[src/rtl/timer_param_if.sv]
// timer_param_if: groups the controller-facing signals of the phase timer.
//   master modport: the traffic-light controller (drives Value, oneHz_enable,
//                   start_timer, hold, extend, ext_Value, auto_reload;
//                   observes expired, busy, time_remain).
//   slave modport:  the timer itself.
// Handshake semantics: there is no valid/ready pair. start_timer and hold
// are levels sampled on every rising clk; oneHz_enable and extend are
// one-clk pulses acted on at the edge where they are high; expired is a
// registered one-clk pulse.
interface timer_param_if #(
  parameter int WIDTH = 4
);
  logic [WIDTH-1:0] Value;
  logic             oneHz_enable;
  logic             start_timer;
  logic             hold;
  logic             extend;
  logic [WIDTH-1:0] ext_Value;
  logic             auto_reload;
  logic             expired;
  logic             busy;
  logic [WIDTH-1:0] time_remain;

  modport master (
    output Value, oneHz_enable, start_timer, hold, extend, ext_Value, auto_reload,
    input  expired, busy, time_remain
  );

  modport slave (
    input  Value, oneHz_enable, start_timer, hold, extend, ext_Value, auto_reload,
    output expired, busy, time_remain
  );
endinterface

[src/rtl/timer_param.sv]
// timer_param: parametrised countdown timer for traffic-light phases.
// Counts whole seconds on the oneHz_enable strobe, pulses expired for one
// clk when a phase ends, supports hold, saturating extension, optional
// auto-reload and exposes the remaining count.
// Ports:
//   clk         rising-edge system clock
//   Reset_Sync  synchronous active-low reset
//   tif         timer_param_if.slave bundle (see interface header)
//   state_dbg   current FSM state (0=IDLE, 1=RUN, 2=HOLD) for observation
module timer_param #(
  parameter int WIDTH          = 4,
  parameter int AUTO_RELOAD_EN = 0
) (
  input  logic          clk,
  input  logic          Reset_Sync,
  timer_param_if.slave  tif,
  output logic [1:0]    state_dbg
);

  typedef enum logic [1:0] {
    IDLE = 2'd0,
    RUN  = 2'd1,
    HOLD = 2'd2
  } state_t;

  state_t           state;
  logic [WIDTH-1:0] reload_q;

  // Extension sum carries one extra bit so overflow is seen and clamped.
  logic [WIDTH:0]   ext_sum;
  logic [WIDTH-1:0] ext_sat;
  logic             reload_ok;

  assign ext_sum   = {1'b0, tif.time_remain} + {1'b0, tif.ext_Value};
  assign ext_sat   = ext_sum[WIDTH] ? {WIDTH{1'b1}} : ext_sum[WIDTH-1:0];
  assign reload_ok = (AUTO_RELOAD_EN != 0) && tif.auto_reload;
  assign state_dbg = state;

  always_ff @(posedge clk) begin
    if (!Reset_Sync) begin
      state           <= IDLE;
      reload_q        <= '0;
      tif.time_remain <= '0;
      tif.expired     <= 1'b0;
      tif.busy        <= 1'b0;
    end else begin
      tif.expired <= 1'b0;
      if (tif.start_timer) begin
        // Value=0 loads 0; the next tick then takes the expiry path below.
        tif.time_remain <= tif.Value;
        reload_q        <= tif.Value;
        state           <= tif.hold ? HOLD : RUN;
        tif.busy        <= 1'b1;
      end else begin
        case (state)
          RUN: begin
            if (tif.hold) begin
              // Entering HOLD: the tick is dropped but an extension still lands.
              state <= HOLD;
              if (tif.extend) tif.time_remain <= ext_sat;
            end else if (tif.oneHz_enable) begin
              // Expiry happens when the pre-decrement count (after any
              // extension) is at most 1; with an extension that only holds
              // when both operands are 0.
              if (tif.extend ? (ext_sat == '0) : (tif.time_remain <= WIDTH'(1))) begin
                tif.expired <= 1'b1;
                if (reload_ok) begin
                  tif.time_remain <= reload_q;
                end else begin
                  tif.time_remain <= '0;
                  state           <= IDLE;
                  tif.busy        <= 1'b0;
                end
              end else if (tif.extend) begin
                tif.time_remain <= ext_sat - WIDTH'(1);
              end else begin
                tif.time_remain <= tif.time_remain - WIDTH'(1);
              end
            end else if (tif.extend) begin
              tif.time_remain <= ext_sat;
            end
          end
          HOLD: begin
            if (tif.extend) tif.time_remain <= ext_sat;
            if (!tif.hold) state <= RUN;
          end
          default: begin
            state    <= IDLE;
            tif.busy <= 1'b0;
          end
        endcase
      end
    end
  end

endmodule

[src/flat_wrapper.sv]
// flat-port wrapper written by rule: the top's interface ports become plain ports
module timer_param_flat 
#(
  parameter int WIDTH          = 4,
  parameter int AUTO_RELOAD_EN = 0
)
  (clk, Reset_Sync, state_dbg, tif_Value, tif_oneHz_enable, tif_start_timer, tif_hold, tif_extend, tif_ext_Value, tif_auto_reload, tif_expired, tif_busy, tif_time_remain);
  timer_param_if #(.WIDTH(WIDTH)) tif_i ();
  input  logic clk;
  input  logic Reset_Sync;
  output logic [1:0] state_dbg;
  input wire logic [$bits(tif_i.Value)-1:0] tif_Value;
  input wire logic [$bits(tif_i.oneHz_enable)-1:0] tif_oneHz_enable;
  input wire logic [$bits(tif_i.start_timer)-1:0] tif_start_timer;
  input wire logic [$bits(tif_i.hold)-1:0] tif_hold;
  input wire logic [$bits(tif_i.extend)-1:0] tif_extend;
  input wire logic [$bits(tif_i.ext_Value)-1:0] tif_ext_Value;
  input wire logic [$bits(tif_i.auto_reload)-1:0] tif_auto_reload;
  output wire logic [$bits(tif_i.expired)-1:0] tif_expired;
  output wire logic [$bits(tif_i.busy)-1:0] tif_busy;
  output wire logic [$bits(tif_i.time_remain)-1:0] tif_time_remain;
  assign tif_i.Value = tif_Value;
  assign tif_i.oneHz_enable = tif_oneHz_enable;
  assign tif_i.start_timer = tif_start_timer;
  assign tif_i.hold = tif_hold;
  assign tif_i.extend = tif_extend;
  assign tif_i.ext_Value = tif_ext_Value;
  assign tif_i.auto_reload = tif_auto_reload;
  assign tif_expired = tif_i.expired;
  assign tif_busy = tif_i.busy;
  assign tif_time_remain = tif_i.time_remain;
  timer_param #(.WIDTH(WIDTH), .AUTO_RELOAD_EN(AUTO_RELOAD_EN)) u_core (.clk(clk), .Reset_Sync(Reset_Sync), .tif(tif_i), .state_dbg(state_dbg));
endmodule
[config.mk]
export PLATFORM = sky130hd
export DESIGN_NAME = timer_param_flat
export DESIGN_NICKNAME = d
export VERILOG_FILES = /design/src/rtl/timer_param_if.sv /design/src/rtl/timer_param.sv /design/src/flat_wrapper.sv
export SDC_FILE = /design/constraint.sdc
export NUM_CORES = 1
export LEC_CHECK = 0
export CAP_MARGIN = 20
export CORE_ASPECT_RATIO = 1.2
export CORE_MARGIN = 3
export CORE_UTILIZATION = 48
export DETAILED_ROUTE_END_ITERATION = 16
export PLACE_DENSITY = 0.78
export SLEW_MARGIN = 0
export SYNTH_ARGS = -nofsm -noshare
export SYNTH_HDL_FRONTEND = slang
export SYNTH_SLANG_ARGS = --single-unit
[constraint.sdc]
create_clock -name clk -period 3.75 [get_ports clk]
set_input_delay 1.125 -clock clk [delete_from_list [all_inputs] [get_ports clk]]
set_output_delay 1.125 -clock clk [all_outputs]
set_load 0.05 [all_outputs]
Word level (Yosys, flattened, before mapping)
Cells that the tools add are included.
{"block": "totals", "ff_bits": 8, "input_bits": 15, "wordCells": 47, "output_inout_bits": 8}
{"block": "op_classes", "n_mux": 22, "n_addsub": 3, "n_reduce_logical": 5, "n_eq_ne": 9, "order_cmp": 1, "bitwise": 3}
{"op": "$mux W4", "n": 7}
{"op": "$mux W2", "n": 6}
{"op": "$ne A3 B3 Y1 const B", "n": 3}
{"op": "$pmux W4 S2", "n": 1}
{"op": "$sub A4 B1 Y4 const B", "n": 2}
{"op": "$mux W1", "n": 6}
{"op": "$add A4 B4 Y5", "n": 1}
{"op": "$reduce_or A5 Y1", "n": 1}
{"op": "$le A4 B1 Y1 const B", "n": 1}
{"op": "$logic_not A4 Y1", "n": 1}
{"op": "$ne A4 B3 Y1 const B", "n": 1}
{"op": "$ne A4 B4 Y1 const B", "n": 1}
{"op": "$pmux W2 S2", "n": 1}
{"op": "$reduce_and A4 Y1", "n": 1}
{"op": "$ne A3 B2 Y1 const B", "n": 1}
{"op": "$not A1 Y1", "n": 3}
{"op": "$reduce_and A3 Y1", "n": 1}
{"op": "$reduce_bool A3 Y1", "n": 1}
{"op": "$eq A2 B1 Y1 const B", "n": 1}
{"op": "$eq A2 B2 Y1 const B", "n": 1}
{"op": "$ne A2 B2 Y1 const B", "n": 1}
{"op": "$pmux W1 S2", "n": 1}

Logic depth before layout (Yosys ltp)
Gate-level depths: netlist of the first run.
{"block": "depth", "ltp_word": 9, "ltp_mapped": 11, "mapped_depth_nobuf": 11}

Least setup slack after synthesis of the first run
Ideal clock, no wire load.
{"block": "synth_timing", "kind": "input-to-reg", "startpoint": "input tif_ext_Value[0]", "endpoint": "register u_core.state[0] (netlist: u_core.state_dbg[0])", "required_time_ns": 3.677, "n_path_buf": 0, "stages": 11, "setup_slack_ns": 0.551, "arrival_time_ns": 3.125, "setup_ns": 0.073, "cell_sequence": "ha_1 inv_1 fa_1 nand2b_1 a21o_1 and2_1 ha_1 and3_1 o2111a_1 or2_1 o211ai_2"}
{"block": "synth_between", "elab_chain_cells": 6}
{"element": "start, declared", "line": "flat_wrapper.sv:17", "rtl": "input wire logic [$bits(tif_i.ext_Value)-1:0] tif_ext_Value;"}
{"element": "$add A4 B4 Y5", "line": "timer_param.sv:34", "rtl": "assign ext_sum = {1'b0, tif.time_remain} + {1'b0, tif.ext_Value};"}
{"element": "$mux W4", "line": "timer_param.sv:35", "rtl": "assign ext_sat = ext_sum[WIDTH] ? {WIDTH{1'b1}} : ext_sum[WIDTH-1:0];"}
{"element": "$logic_not A4 Y1", "line": "timer_param.sv:65", "rtl": "if (tif.extend ? (ext_sat == '0) : (tif.time_remain <= WIDTH'(1))) begin"}
{"element": "$mux W1", "line": "timer_param.sv:65"}
{"element": "$ne A4 B3 Y1 (no source line)"}
{"element": "$reduce_and A3 Y1 (no source line)"}
{"element": "end signal, assigned", "line": "timer_param.sv:52", "rtl": "state <= tif.hold ? HOLD : RUN;"}
{"element": "end, declared", "line": "timer_param.sv:26", "rtl": "state_t state;"}
Every way passes these cells.
A chain may end at the register's enable or synchronous reset.

Worst setup path in the final report of the first run
Same ends and word-level chain as after synthesis.

==> metrics, run 1 <==
R2R Setup Slk=1.06 ns; Post-synth EDFFs=0; DR iter-0 viols=9; Hold WC Path Type=reg2reg; layout cells sized above 1=7.91%; CTS Root Cell=clkbuf_4; site row count=16; critical path class=in2reg; Yosys cell types=45; placed cell count=154; reg-to-reg endpoint=u_core.state_dbg[0]$_SDFFE_PN0P_; worst vdd ir=0.166 mV; drt drc=0; vias in the first global route=946; Crit path largest cell delay=0.47 ns; Pleak=0.460 nW; port buffer count=21; total I/O pin count=23; Max Freq=0.286 GHz; ranking of synthesized cells by area=dfxtp_1 (18%), ha_1 (12%), nand2b_1 (5.5%); part of the power in the clock network=19.0%; slowest CP cell=clkdlybuf4s50_1; Syn Nets=141; max cap viols=0; DP Worst Slack=-0.00141 ns; critical path launch point type=primary input; Layout area overhead=28.4%; Synth area leader=dfxtp_1; Synth Area in Simple Gates=27.0%; WP data required=3.90 ns; vias per inst=6.42; Die ar.=2460 µm²; Mean Syn Cell Area=7.86 µm²; Overall Global Routing Usage=21.0%; Post-synth ARST share=0%; top_reg_cell synth=dfxtp_1; status=finished clean; post-synth top area share=17.6%; Final Hold Fails=0; hpwl dp=1800 µm; starting density of the core=53.0%; Period minus WS final=3.50 ns; RSZ-0062 raised after global routing=false; slew margin rel.=66.8%; final setup margin=0.251 ns; largest net degree at the start of global routing=16; Pwr Density=319 nW/µm²; Setup Skew=0.00631 ns; Setup crit start=tif_ext_Value[0]; post-synthesis adder-cell area fraction=14.5%; Net count, final=166; synth warn=0; Slew @ Worst Pin=0.496 ns; grt ovf=0; Hold Buf Count CTS=0; GP Congestion=0.853; Clk Latency, worst-skew pair=0.27 ns; Finished Layout Cells=157; Seq cells post-synth=8; Logic pwr share=53.0%; Seq/Total Area, Yosys=17.6%; Die X=45.8 µm; Core Area=1720 µm²; combinational family with the most area after synthesis=compound AO/OA/AOI/OAI gates; Max Slew Vio Count=0; WL/cell=15.0 µm; reg2reg start=u_core.tif.time_remain[0]$_SDFFE_PN0P_; antenna cells=0; CTS Buf Count=3; Crit. End Element=register; Vias=1008; post-CTS sizing=0; H-tree levels=1; final setup vio count=0; worst r2r path cells=11; 1st-pass router iterations=4; Critical Path Most Common Cell=ha_1; post-synthesis mux area share=2.33%; post-synthesis cell count=116; largest fanout on the critical path=3; Clock Sinks=8; final total negative setup slack=0 ns; crit path DAT=3.64 ns; xor/xnor share of the synthesized area=2.88%; crit path cell chain=clkdlybuf4s50_1 -> ha_1 -> inv_1 -> fa_1 -> nand2b_1 -> a21o_1 -> and2_1 -> ha_1 -> and3_1 -> o2111a_1 -> o221ai_1 -> o211ai_2; Final ANT Viol Nets=0; clock slew at reported path FFs=0.06 ns; CP Capture Point=u_core.state_dbg[0]$_SDFFE_PN0P_; aggregate routed wire length=2360 µm; synthesized area=912 µm²; Synth Area in Compound Gates=30.7%; Int Power=0.218 mW; first-pass GRT wire length=3800 µm; CTS max path bufs=2; initial antenna violation count=0; CTS tree=built; postcts setup bufs=0; P_sw=0.156 mW; Die Ht=53.8 µm; Sw Ratio=41.8%; Tcrit/Tclk final=93.3%; Seq pwr share=28.0%
## area by class of cell
cell class,count,area (µm²)
Multi-Input combinational cell,96,707
Fill cell,162,551
Timing Repair Buffer,23,225
Sequential cell,8,160
Inverter,9,33.8
Clock buffer,3,22.5
Tap cell,18,22.5
## routing by layer
layer	part of all wire, %	wire length [µm]	up-vias	GRT usage (%)
met2	52	1230	38	40.7
met5	0	0	-	0
met4	3.9	92	0	12.3
met1	40	933	475	20.5
met3	4.4	105	13	2.34
li1	-	-	482	-
## worst min-delay path by stage
stage                                  from                      endpoint  depth (start not counted)
6_report       u_core.tif.busy$_SDFFE_PN0P_  u_core.tif.busy$_SDFFE_PN0P_                          2
5_1_grt        u_core.tif.busy$_SDFFE_PN0P_  u_core.tif.busy$_SDFFE_PN0P_                          2
4_1_cts        u_core.tif.busy$_SDFFE_PN0P_  u_core.tif.busy$_SDFFE_PN0P_                          2
3_5_place_dp   u_core.tif.busy$_SDFFE_PN0P_  u_core.tif.busy$_SDFFE_PN0P_                          2
3_3_place_gp   u_core.tif.busy$_SDFFE_PN0P_  u_core.tif.busy$_SDFFE_PN0P_                          2
2_1_floorplan  u_core.tif.busy$_SDFFE_PN0P_  u_core.tif.busy$_SDFFE_PN0P_                          2
## layout by cell type, fill, tap and decap left out, types with 3 or more instances in the layout
cell,count
a21oi_1,9
a31oi_1,3
and2_1,3
clkbuf_4,3
clkdlybuf4s50_1,21
dfxtp_1,8
ha_1,9
inv_1,9
nand2b_1,8
nand3_1,4
nor2_1,9
o21ai_0,8
## power groups by stage
stage          sequential [mW]  combinational [mW]  clock [mW]
3_5_place_dp             0.107               0.197           0
3_3_place_gp             0.106               0.192           0
2_1_floorplan            0.128               0.115           0
5_1_grt                  0.106               0.219      0.0711
6_report                 0.105               0.198      0.0710
4_1_cts                  0.105               0.199      0.0698
## synth_stat cells, drive strengths merged, types with 2 or more instances
library cell and instances:
a21oi 9, ha 9, inv 9, nor2 9, o21ai 9, dfxtp 8
nand2b 8, nand3 4, a31oi 3, and2 3, and3 3, clkbuf 3
o211ai 3, o311ai 3, nand3b 2, nor2b 2, nor3 2, o221ai 2
o22ai 2, o2bb2ai 2, or2 2, xor2 2
## critical path: cells and delay by family
kind	cells	cell delay, ns
adder cells (fa/ha/maj)	3	0.75
AO/OA/AOI/OAI	4	0.70
AND/OR/NAND/NOR	3	0.53
buffers and inverters	2	0.53
## state kept, by name, summed over array words and instances (netlist names)
register	count
u_core.state_dbg	2
u_core.tif.busy	1
u_core.tif.expired	1
u_core.tif.time_remain	4
## logic make-up (layout without fill, tap and decap cells)
family          count (synthesis)  after routing
mux                             2              2
compound gates                 39             39
simple gates                   42             42
fa+ha+maj                      10             10
flops                           8              8
buf+inv                        12             35
xor+xnor                        3              3
## stage by stage
step	hold WS, ns	utilization [%]	cell area, µm²	power, mW
2_1_floorplan	0.691	-	912	0.244
3_3_place_gp	0.460	66.7	1150	0.299
3_5_place_dp	0.478	66.7	1150	0.304
4_1_cts	0.485	68.0	1170	0.373
5_1_grt	0.509	68.0	1170	0.396
6_report	0.480	68.0	1170	0.374
Power figures use the tool's default switching activity.
==> run 2, diff against run 1 <==
--- a/config.mk
+++ b/config.mk
@@ -9,6 +9,7 @@
 export CORE_ASPECT_RATIO = 1.2
 export CORE_MARGIN = 3
 export CORE_UTILIZATION = 48
+export CTS_CLUSTER_DIAMETER = 40
 export DETAILED_ROUTE_END_ITERATION = 16
 export PLACE_DENSITY = 0.78
 export SLEW_MARGIN = 0
==> results of run 2 <==
Final layout, timing and power as in run 1 (identical DEF).
